===== src/rtl/logic_exec_stage.sv =====
// logic_exec_stage
//
// Execute-stage wrapper around a bitwise logic unit (AND/OR/XOR/NOT).
// Operations arrive from issue over a valid/ready handshake. Each result,
// its destination tag and its flags are held in a 2-entry output queue
// that feeds writeback. Throughput is one operation per cycle and latency
// is one cycle. A synchronous flush drops every queued result.
//
// Optional feature (macro LOGIC_PARITY_EN):
//   defined   - each entry stores the XOR-reduction of its result, shown on out_par.
//   undefined - no parity storage is built and out_par is tied low.
//   The port list is the same in both builds.
//
// Ports:
//   clk, rst_n        clock and asynchronous active-low reset
//   flush             synchronous discard of all queued results
//   in_valid/in_ready issue handshake; in_ready depends only on registered occupancy
//   in_op             00 AND, 01 OR, 10 XOR, 11 NOT A
//   in_a, in_b        operands
//   in_tag            destination register tag
//   out_valid/ready   writeback handshake for the head entry
//   out_data/out_tag  head result and tag (zero when the queue is empty)
//   out_zero/neg/par  head flags (zero when the queue is empty)
//   op_count          number of results retired to writeback (wraps)
module logic_exec_stage #(
  parameter int unsigned WIDTH = 16,
  parameter int unsigned TAG_W = 3
) (
  input  logic             clk,
  input  logic             rst_n,
  input  logic             flush,
  input  logic             in_valid,
  output logic             in_ready,
  input  logic [1:0]       in_op,
  input  logic [WIDTH-1:0] in_a,
  input  logic [WIDTH-1:0] in_b,
  input  logic [TAG_W-1:0] in_tag,
  output logic             out_valid,
  input  logic             out_ready,
  output logic [WIDTH-1:0] out_data,
  output logic [TAG_W-1:0] out_tag,
  output logic             out_zero,
  output logic             out_neg,
  output logic             out_par,
  output logic [15:0]      op_count
);

  typedef struct packed {
    logic [WIDTH-1:0] data;
    logic [TAG_W-1:0] tag;
    logic             zero;
    logic             neg;
  } entry_t;

  logic [1:0]  count_q, count_d;
  entry_t      head_q, head_d;
  entry_t      tail_q, tail_d;
  entry_t      new_entry;
  logic [15:0] op_count_q, op_count_d;
  logic [WIDTH-1:0] result;
  logic        push, pop;

`ifdef LOGIC_PARITY_EN
  logic head_par_q, head_par_d;
  logic tail_par_q, tail_par_d;
  logic new_par;
`endif

  assign in_ready  = (count_q < 2'd2);
  assign out_valid = (count_q != 2'd0);
  assign push      = in_valid && in_ready;
  assign pop       = out_valid && out_ready;

  always_comb begin
    result = '0;
    unique case (in_op)
      2'b00: result = in_a & in_b;
      2'b01: result = in_a | in_b;
      2'b10: result = in_a ^ in_b;
      2'b11: result = ~in_a;
      default: result = '0;
    endcase
  end

  always_comb begin
    new_entry      = '0;
    new_entry.data = result;
    new_entry.tag  = in_tag;
    new_entry.zero = (result == '0);
    new_entry.neg  = result[WIDTH-1];
  end

`ifdef LOGIC_PARITY_EN
  assign new_par = ^result;
`endif

  // Queue next state. Flush wins over any push/pop in the same cycle.
  // Push together with pop only happens at occupancy 1 (push needs < 2,
  // pop needs > 0), so the new entry simply replaces the head.
  always_comb begin
    count_d    = count_q;
    head_d     = head_q;
    tail_d     = tail_q;
    op_count_d = op_count_q;
`ifdef LOGIC_PARITY_EN
    head_par_d = head_par_q;
    tail_par_d = tail_par_q;
`endif
    if (flush) begin
      count_d = 2'd0;
    end else begin
      if (pop) begin
        op_count_d = op_count_q + 16'd1;
      end
      case ({push, pop})
        2'b10: begin
          if (count_q == 2'd0) begin
            head_d = new_entry;
`ifdef LOGIC_PARITY_EN
            head_par_d = new_par;
`endif
          end else begin
            tail_d = new_entry;
`ifdef LOGIC_PARITY_EN
            tail_par_d = new_par;
`endif
          end
          count_d = count_q + 2'd1;
        end
        2'b01: begin
          // Tail slides to head; when only one entry existed the stale
          // head is hidden by the output gating below.
          head_d  = tail_q;
`ifdef LOGIC_PARITY_EN
          head_par_d = tail_par_q;
`endif
          count_d = count_q - 2'd1;
        end
        2'b11: begin
          head_d = new_entry;
`ifdef LOGIC_PARITY_EN
          head_par_d = new_par;
`endif
        end
        default: ;
      endcase
    end
  end

  always_ff @(posedge clk or negedge rst_n) begin
    if (!rst_n) begin
      count_q    <= 2'd0;
      head_q     <= '0;
      tail_q     <= '0;
      op_count_q <= 16'd0;
    end else begin
      count_q    <= count_d;
      head_q     <= head_d;
      tail_q     <= tail_d;
      op_count_q <= op_count_d;
    end
  end

`ifdef LOGIC_PARITY_EN
  always_ff @(posedge clk or negedge rst_n) begin
    if (!rst_n) begin
      head_par_q <= 1'b0;
      tail_par_q <= 1'b0;
    end else begin
      head_par_q <= head_par_d;
      tail_par_q <= tail_par_d;
    end
  end
  assign out_par = out_valid & head_par_q;
`else
  assign out_par = 1'b0;
`endif

  // Outputs read as zero whenever the queue is empty.
  assign out_data = out_valid ? head_q.data : '0;
  assign out_tag  = out_valid ? head_q.tag  : '0;
  assign out_zero = out_valid & head_q.zero;
  assign out_neg  = out_valid & head_q.neg;
  assign op_count = op_count_q;

endmodule


===== config.mk =====
export PLATFORM = sky130hd
export DESIGN_NAME = logic_exec_stage
export DESIGN_NICKNAME = d
export VERILOG_FILES = /design/src/rtl/logic_exec_stage.sv
export SDC_FILE = /design/constraint.sdc
export NUM_CORES = 1
export LEC_CHECK = 0
export ABC_CLOCK_PERIOD_IN_PS = 1700
export CAP_MARGIN = 20
export CORE_UTILIZATION = 46
export CTS_CLUSTER_SIZE = 25
export DETAILED_ROUTE_END_ITERATION = 7
export HOLD_SLACK_MARGIN = 0.12
export PLACE_DENSITY = 0.73
export SETUP_SLACK_MARGIN = 0.4
export SLEW_MARGIN = 20
export SYNTH_ARGS = -nofsm -noshare
export SYNTH_HDL_FRONTEND = slang
export SYNTH_SLANG_ARGS = --single-unit

===== constraint.sdc =====
create_clock -name clk -period 1.7 [get_ports clk]
set_input_delay 0.34 -clock clk [delete_from_list [all_inputs] [get_ports clk]]
set_output_delay 0.34 -clock clk [all_outputs]
set_load 0.01 [all_outputs]

==> results.yml, run 1 <==
clocking:
  cts_tree: "done"
  numCtsBuffers: 9
  clock_sinks: 58
  cts.htree.levels: 3
  insertion_delay_ps: 360
  root_buffer: "clkbuf_8"
  clkTransAtPathRegs_ps: 60
  ctsLongestPathBuffers: 2
sta:
  fin_setup_tns_ps: -7000
  finalHoldViolations: 0
  setup_ws_ps: -167
  maxSlewViolCount: 0
  post-route-period-util_pct: 110
  finalSetupViolCount: 67
  rsz0062_at_grt: "yes"
  clock_skew_ps: 7.70
  period_minus_slack_ps: 1870
  max_freq_ghz: 0.536
logic_synthesis:
  synth_sequential_area_ratio_pct: 38.9
  syn_inst: 389
  ys_types: 33
  syn_area_per_cell_sq_um: 9.60
  synth.largest_area_cell: "dfrtp_1"
  yosys_warnings: 0
  synth_top_area_share_pct: 38.9
  yosys-top-cells-area: "dfrtp_1 (39%), ha_1 (11%), mux4_1 (11%)"
  syn-num-nets: 464
  syn-cell-area_sq_mm: 0.00373
  synth-seq-cells: 58
job:
  maxCapViolations: 0
place:
  port_buffers: 80
  place_area_sq_mm: 0.00508
  dp_hpwl_um: 5840
  place.gp.congestion: 0.741
cells_and_area:
  layout.filler_cells: 394
  num-nets-final: 655
  area_growth_syn_to_layout_pct: 75.9
  stdcell_area_sq_mm: 0.00657
  multi_input_area_sq_mm: 0.00254
  final_util_pct: 84.2
  ff_latch_area_sq_mm: 0.00146
  diodes: 0
  drive_gt1_share_pct: 64.2
  layout_common_cells: "buf_4 (65), buf_6 (55), dfrtp_1 (55)"
  layout_commonest_cell: "buf_4"
floorplanning:
  die_h_um: 92.1
  core_area_sq_mm: 0.00781
  start_util_pct: 47.8
  rows: 32
  die_w_um: 92.1
  dieArea_sq_mm: 0.00848
  ioPinCount: 82
drt:
  post_drt_wl_per_cell_um: 19.2
  vias_per_cell: 5.37
  routed_wl_um: 13100
  dr.first_iter.drc_count: 164
  first_pass_iters: 4
  drtAntennaViolNets: 0
  drc: 0
  num_vias: 3685
global_route:
  grt_use_met2_pct: 53.2
  grt_util_met3_pct: 7.30
  grt_pass1_wl_um: 18500
  met1_usage_pct: 30.3
  grt_pass1_vias: 3821
  grt_overflow: 0
  grt_max_degree: 59
  antenna_found_initial: 0
  busiest_layer: "met2"
  grtUsageTotal_pct: 28.8
power_and_ir_drop:
  p_total_uw: 5270
  p_leak_uw: 0.00322
  p_per_area_mw_per_mm2: 801
  peakVddDrop_mv: 0.470
status:
  outcome: "finished, violations left"
  violations: "setup timing"
setup_path:
  critPathKind: "flop to flop"
  cp_data_arrival_time_ps: 2150
  required_ps: 1980
  start_kind: "flop"
  path_max_fanout: 5
  crit_path_end_kind: "flop"
hold_path:
  holdCritPathClass: "flop to flop"
Yosys cell counts, drive strengths merged:
| cell type | instances |
|---|---|
| and4 | 2 |
| clkbuf | 14 |
| conb | 1 |
| nand2 | 25 |
| buf | 6 |
| nor2b | 1 |
| or3 | 1 |
| nand3 | 6 |
| ha | 33 |
| o21ai | 18 |
| o221ai | 1 |
| nand2b | 2 |
| nor3 | 2 |
| mux4 | 16 |
| xnor2 | 11 |
| xor2 | 5 |
| a21oi | 38 |
| mux2i | 5 |
| and2 | 21 |
| or4 | 1 |
| or2 | 2 |
| dfrtp | 58 |
| inv | 68 |
| nor2 | 39 |
| mux2 | 4 |
| nand4 | 8 |
| nor3b | 1 |
power by group:
part / switching [uW] / internal, uW
clock: 578 / 787
sequential: 274 / 1640
combinational: 908 / 1080
area by class of cell:
| type | instances | area share, % |
|---|---|---|
| repair buffers | 197 | 30.3 |
| clock inverters | 2 | 0.533 |
| multi-input cells | 246 | 38.6 |
| well taps | 102 | 1.94 |
| clock buffers | 13 | 2.57 |
| flip-flops and latches | 58 | 22.1 |
| inverters | 68 | 3.92 |
path summary, 6_finish.rpt:
check | slack, ps | depth (start not counted) | endpoint | from
max in group asynchronous | 920 | 3 | count_q[1] | rst_n
max reg2reg | -170 | 9 | head_q[13] | count_q[0]
min reg2reg | 510 | 2 | tail_q[5] | tail_q[5]
min | 510 | 2 | tail_q[5] | tail_q[5]
min in group asynchronous | 520 | 3 | head_q[14] | rst_n
max | -170 | 9 | head_q[13] | count_q[0]
per-layer routing:
layer  part of all wire (%)  wire length [um]  vias to the layer above
met5                      0                 0                        -
met3                    4.6               603                       45
met1                     37              4800                     1852
met4                    3.9               515                        0
li1                       -                 -                     1647
met2                     55              7230                      141
state kept, by name, summed over array words and instances, names as in the netlist:
name and flops:
head_q 20, tail_q 20, op_count 16, count_q 2
repair_timing:
| action | in CTS | in global routing |
|---|---|---|
| buffers inserted | 49 | 5 |
| hold buffers | 1 | 0 |
| cloned | 11 | 3 |
| pin swaps | 48 | 22 |
| endpoints found under the setup margin | 95 | 88 |
| hold endpoints to repair | 58 | 0 |
| gates resized for setup | 432 | 72 |
cells by family (layout without fill, tap and decap cells):
| logic type | Yosys count | count (layout) | share of synthesized area (%) |
|---|---|---|---|
| adder cells (fa/ha/maj) | 33 | 33 | 11.1 |
| flip-flops | 58 | 58 | 38.9 |
| AO/OA/AOI/OAI | 57 | 57 | 7.91 |
| XOR/XNOR | 16 | 16 | 3.75 |
| AND/OR/NAND/NOR | 111 | 114 | 14.3 |
| other | 1 | 1 | 0.100 |
| buffers and inverters | 88 | 280 | 10.3 |
| multiplexers | 25 | 25 | 13.7 |
critical path, cell delays in order (launching register included):
cell and delay [ps]:
dfrtp_2 450, or2_4 290, buf_6 130, buf_6 110
mux2i_4 200, nor2_4 60, buf_4 140, buf_6 120
buf_16 130, a21oi_2 150
metrics by stage:
step                setup slack (ps)  instances  hold slack [ps]
finish                          -167        686              509
global route                    -185        686              529
CTS                             -107        678              489
detailed placement              -679        602              373
global placement                -602        602              367
floorplan                      -55.0        389             44.4
Note: power is estimated with default switching activity, not from simulation.
==> inputs of run 2 (changes only) <==
- CELL_PAD_IN_SITES_DETAIL_PLACEMENT: unset -> 1
- CELL_PAD_IN_SITES_GLOBAL_PLACEMENT: unset -> 1
- CORE_UTILIZATION: 46 -> 35
==> results.yml, run 2 (synthesized netlist as in run 1, its figures left out) <==
status:
  outcome: "finished, violations left"
  violations: "setup timing"
place:
  dp_hpwl_um: 6990
  port_buffers: 80
  place.gp.congestion: 0.752
  place_area_sq_mm: 0.00512
  placed_cells: 638
job:
  maxCapViolations: 0
global_route:
  grt_max_degree: 37
  grt_pass1_vias: 3871
  grt_pass1_wl_um: 19700
  antenna_found_initial: 0
  grtUsageTotal_pct: 23.2
  grt_overflow: 0
sta:
  setup_ws_ps: -175
  whs_ps: 495
  clock_skew_ps: 6.25
  maxSlewViolCount: 0
  period_minus_slack_ps: 1880
  rsz0062_at_grt: "yes"
  finalHoldViolations: 0
  finalSetupViolCount: 48
  post-route-period-util_pct: 110
  max_freq_ghz: 0.533
drt:
  routed_wl_um: 12200
  dr.first_iter.drc_count: 127
  post_drt_wl_per_cell_um: 17.3
  vias_per_cell: 4.85
  drtAntennaViolNets: 0
  drc: 0
  num_vias: 3415
  first_pass_iters: 4
setup_path:
  critPathLaunch: "count_q[1]"
  worstReg2RegEnd: "head_q[3]"
  endpoint: "head_q[3]"
  reg2reg_depth: 8
  cp_data_arrival_time_ps: 2130
  start_kind: "flop"
  path_max_fanout: 9
  r2r_slack_ps: -180
  critPathKind: "flop to flop"
  crit_path_end_kind: "flop"
  r2r_start: "count_q[1]"
  required_ps: 1950
cells_and_area:
  area_growth_syn_to_layout_pct: 59.7
  diodes: 0
  final_util_pct: 57.8
  layout.filler_cells: 1168
  layout.cells.non_filler: 704
  stdcell_area_sq_mm: 0.00596
  drive_gt1_share_pct: 53.0
  layout_commonest_cell: "buf_4"
  layout_common_cells: "buf_4 (64), inv_1 (55), dfrtp_1 (55)"
  num-nets-final: 638
power_and_ir_drop:
  p_per_area_mw_per_mm2: 823
  peakVddDrop_mv: 0.688
  p_total_uw: 4910
  p_leak_uw: 0.00300
clocking:
  numCtsBuffers: 9
  clkTransAtPathRegs_ps: 70
  root_buffer: "clkbuf_8"
  ctsLongestPathBuffers: 2
  clock_sinks: 58
  cts.htree.levels: 3
  cts_tree: "done"
  insertion_delay_ps: 340
floorplanning:
  rows: 37
  die_h_um: 105
  core_area_sq_mm: 0.0103
  ioPinCount: 82
  die_w_um: 105
  dieArea_sq_mm: 0.0111
  start_util_pct: 36.2
hold_path:
  holdCritPathClass: "flop to flop"
  hold_start: "tail_q[20]"
-- run 2: cell types whose count changed in the layout (fill, tap and decap cells not counted), moves of 6 or more --
cell     previous run  this run
nand2_1             5        22
nand2_4            16         0
nor2_1             17        30
a21oi_1            18        27
a21oi_2            19        11
nor2_2             11         3
buf_12             13         6
buf_2              32        38
-- run 2: where the power goes --
group	total, uW	switching, uW	internal, uW
clock	1460	596	861
combinational	1640	763	875
sequential	1820	173	1640
total	4910	1530	3380
-- run 2: area by class of cell --
| class | count | area, sq um | share of cell area (%) |
|---|---|---|---|
| multi-input cells | 246 | 2200 | 36.9 |
| inverters | 68 | 258 | 4.32 |
| clock inverters | 5 | 77.6 | 1.30 |
| clock buffers | 11 | 141 | 2.37 |
| flip-flops and latches | 58 | 1460 | 24.4 |
| repair buffers | 180 | 1660 | 27.8 |
| well taps | 136 | 170 | 2.85 |
-- run 2: per-stage QoR --
stage / TNS [ps] / worst slack, ps
2_1_floorplan: -105 / -55.0
3_3_place_gp: -16660 / -623
3_5_place_dp: -19700 / -676
4_1_cts: -3570 / -129
5_1_grt: -6720 / -218
6_report: -4540 / -175
-- run 2: worst min-delay path by stage --
stage          depth (start not counted)          end
3_5_place_dp                           2  op_count[3]
3_3_place_gp                           2   count_q[0]
6_report                               2   tail_q[20]
2_1_floorplan                          0   count_q[0]
5_1_grt                                1    tail_q[4]
4_1_cts                                2   tail_q[12]
-- run 2: repair_timing --
item	CTS	global route
gates resized for setup	382	33
hold buffers	1	0
hold endpoints to repair	58	0
endpoints found under the setup margin	93	86
gates cloned	8	0
buffers inserted	36	5
pin swaps	44	15
-- run 2: routing by layer --
metal	wire length [um]	GRT usage, %
met1	4660	25.1
met4	255	6.34
met3	417	4.27
met2	6820	45.3
met5	0	0
-- run 2: worst max-delay path, stage by stage (launching register included) --
cell,delay [ps]
dfrtp_2,450
or2_4,290
buf_6,130
buf_6,110
mux2i_4,180
nor2_4,230
buf_6,180
nor2_1,60
a21oi_1,150
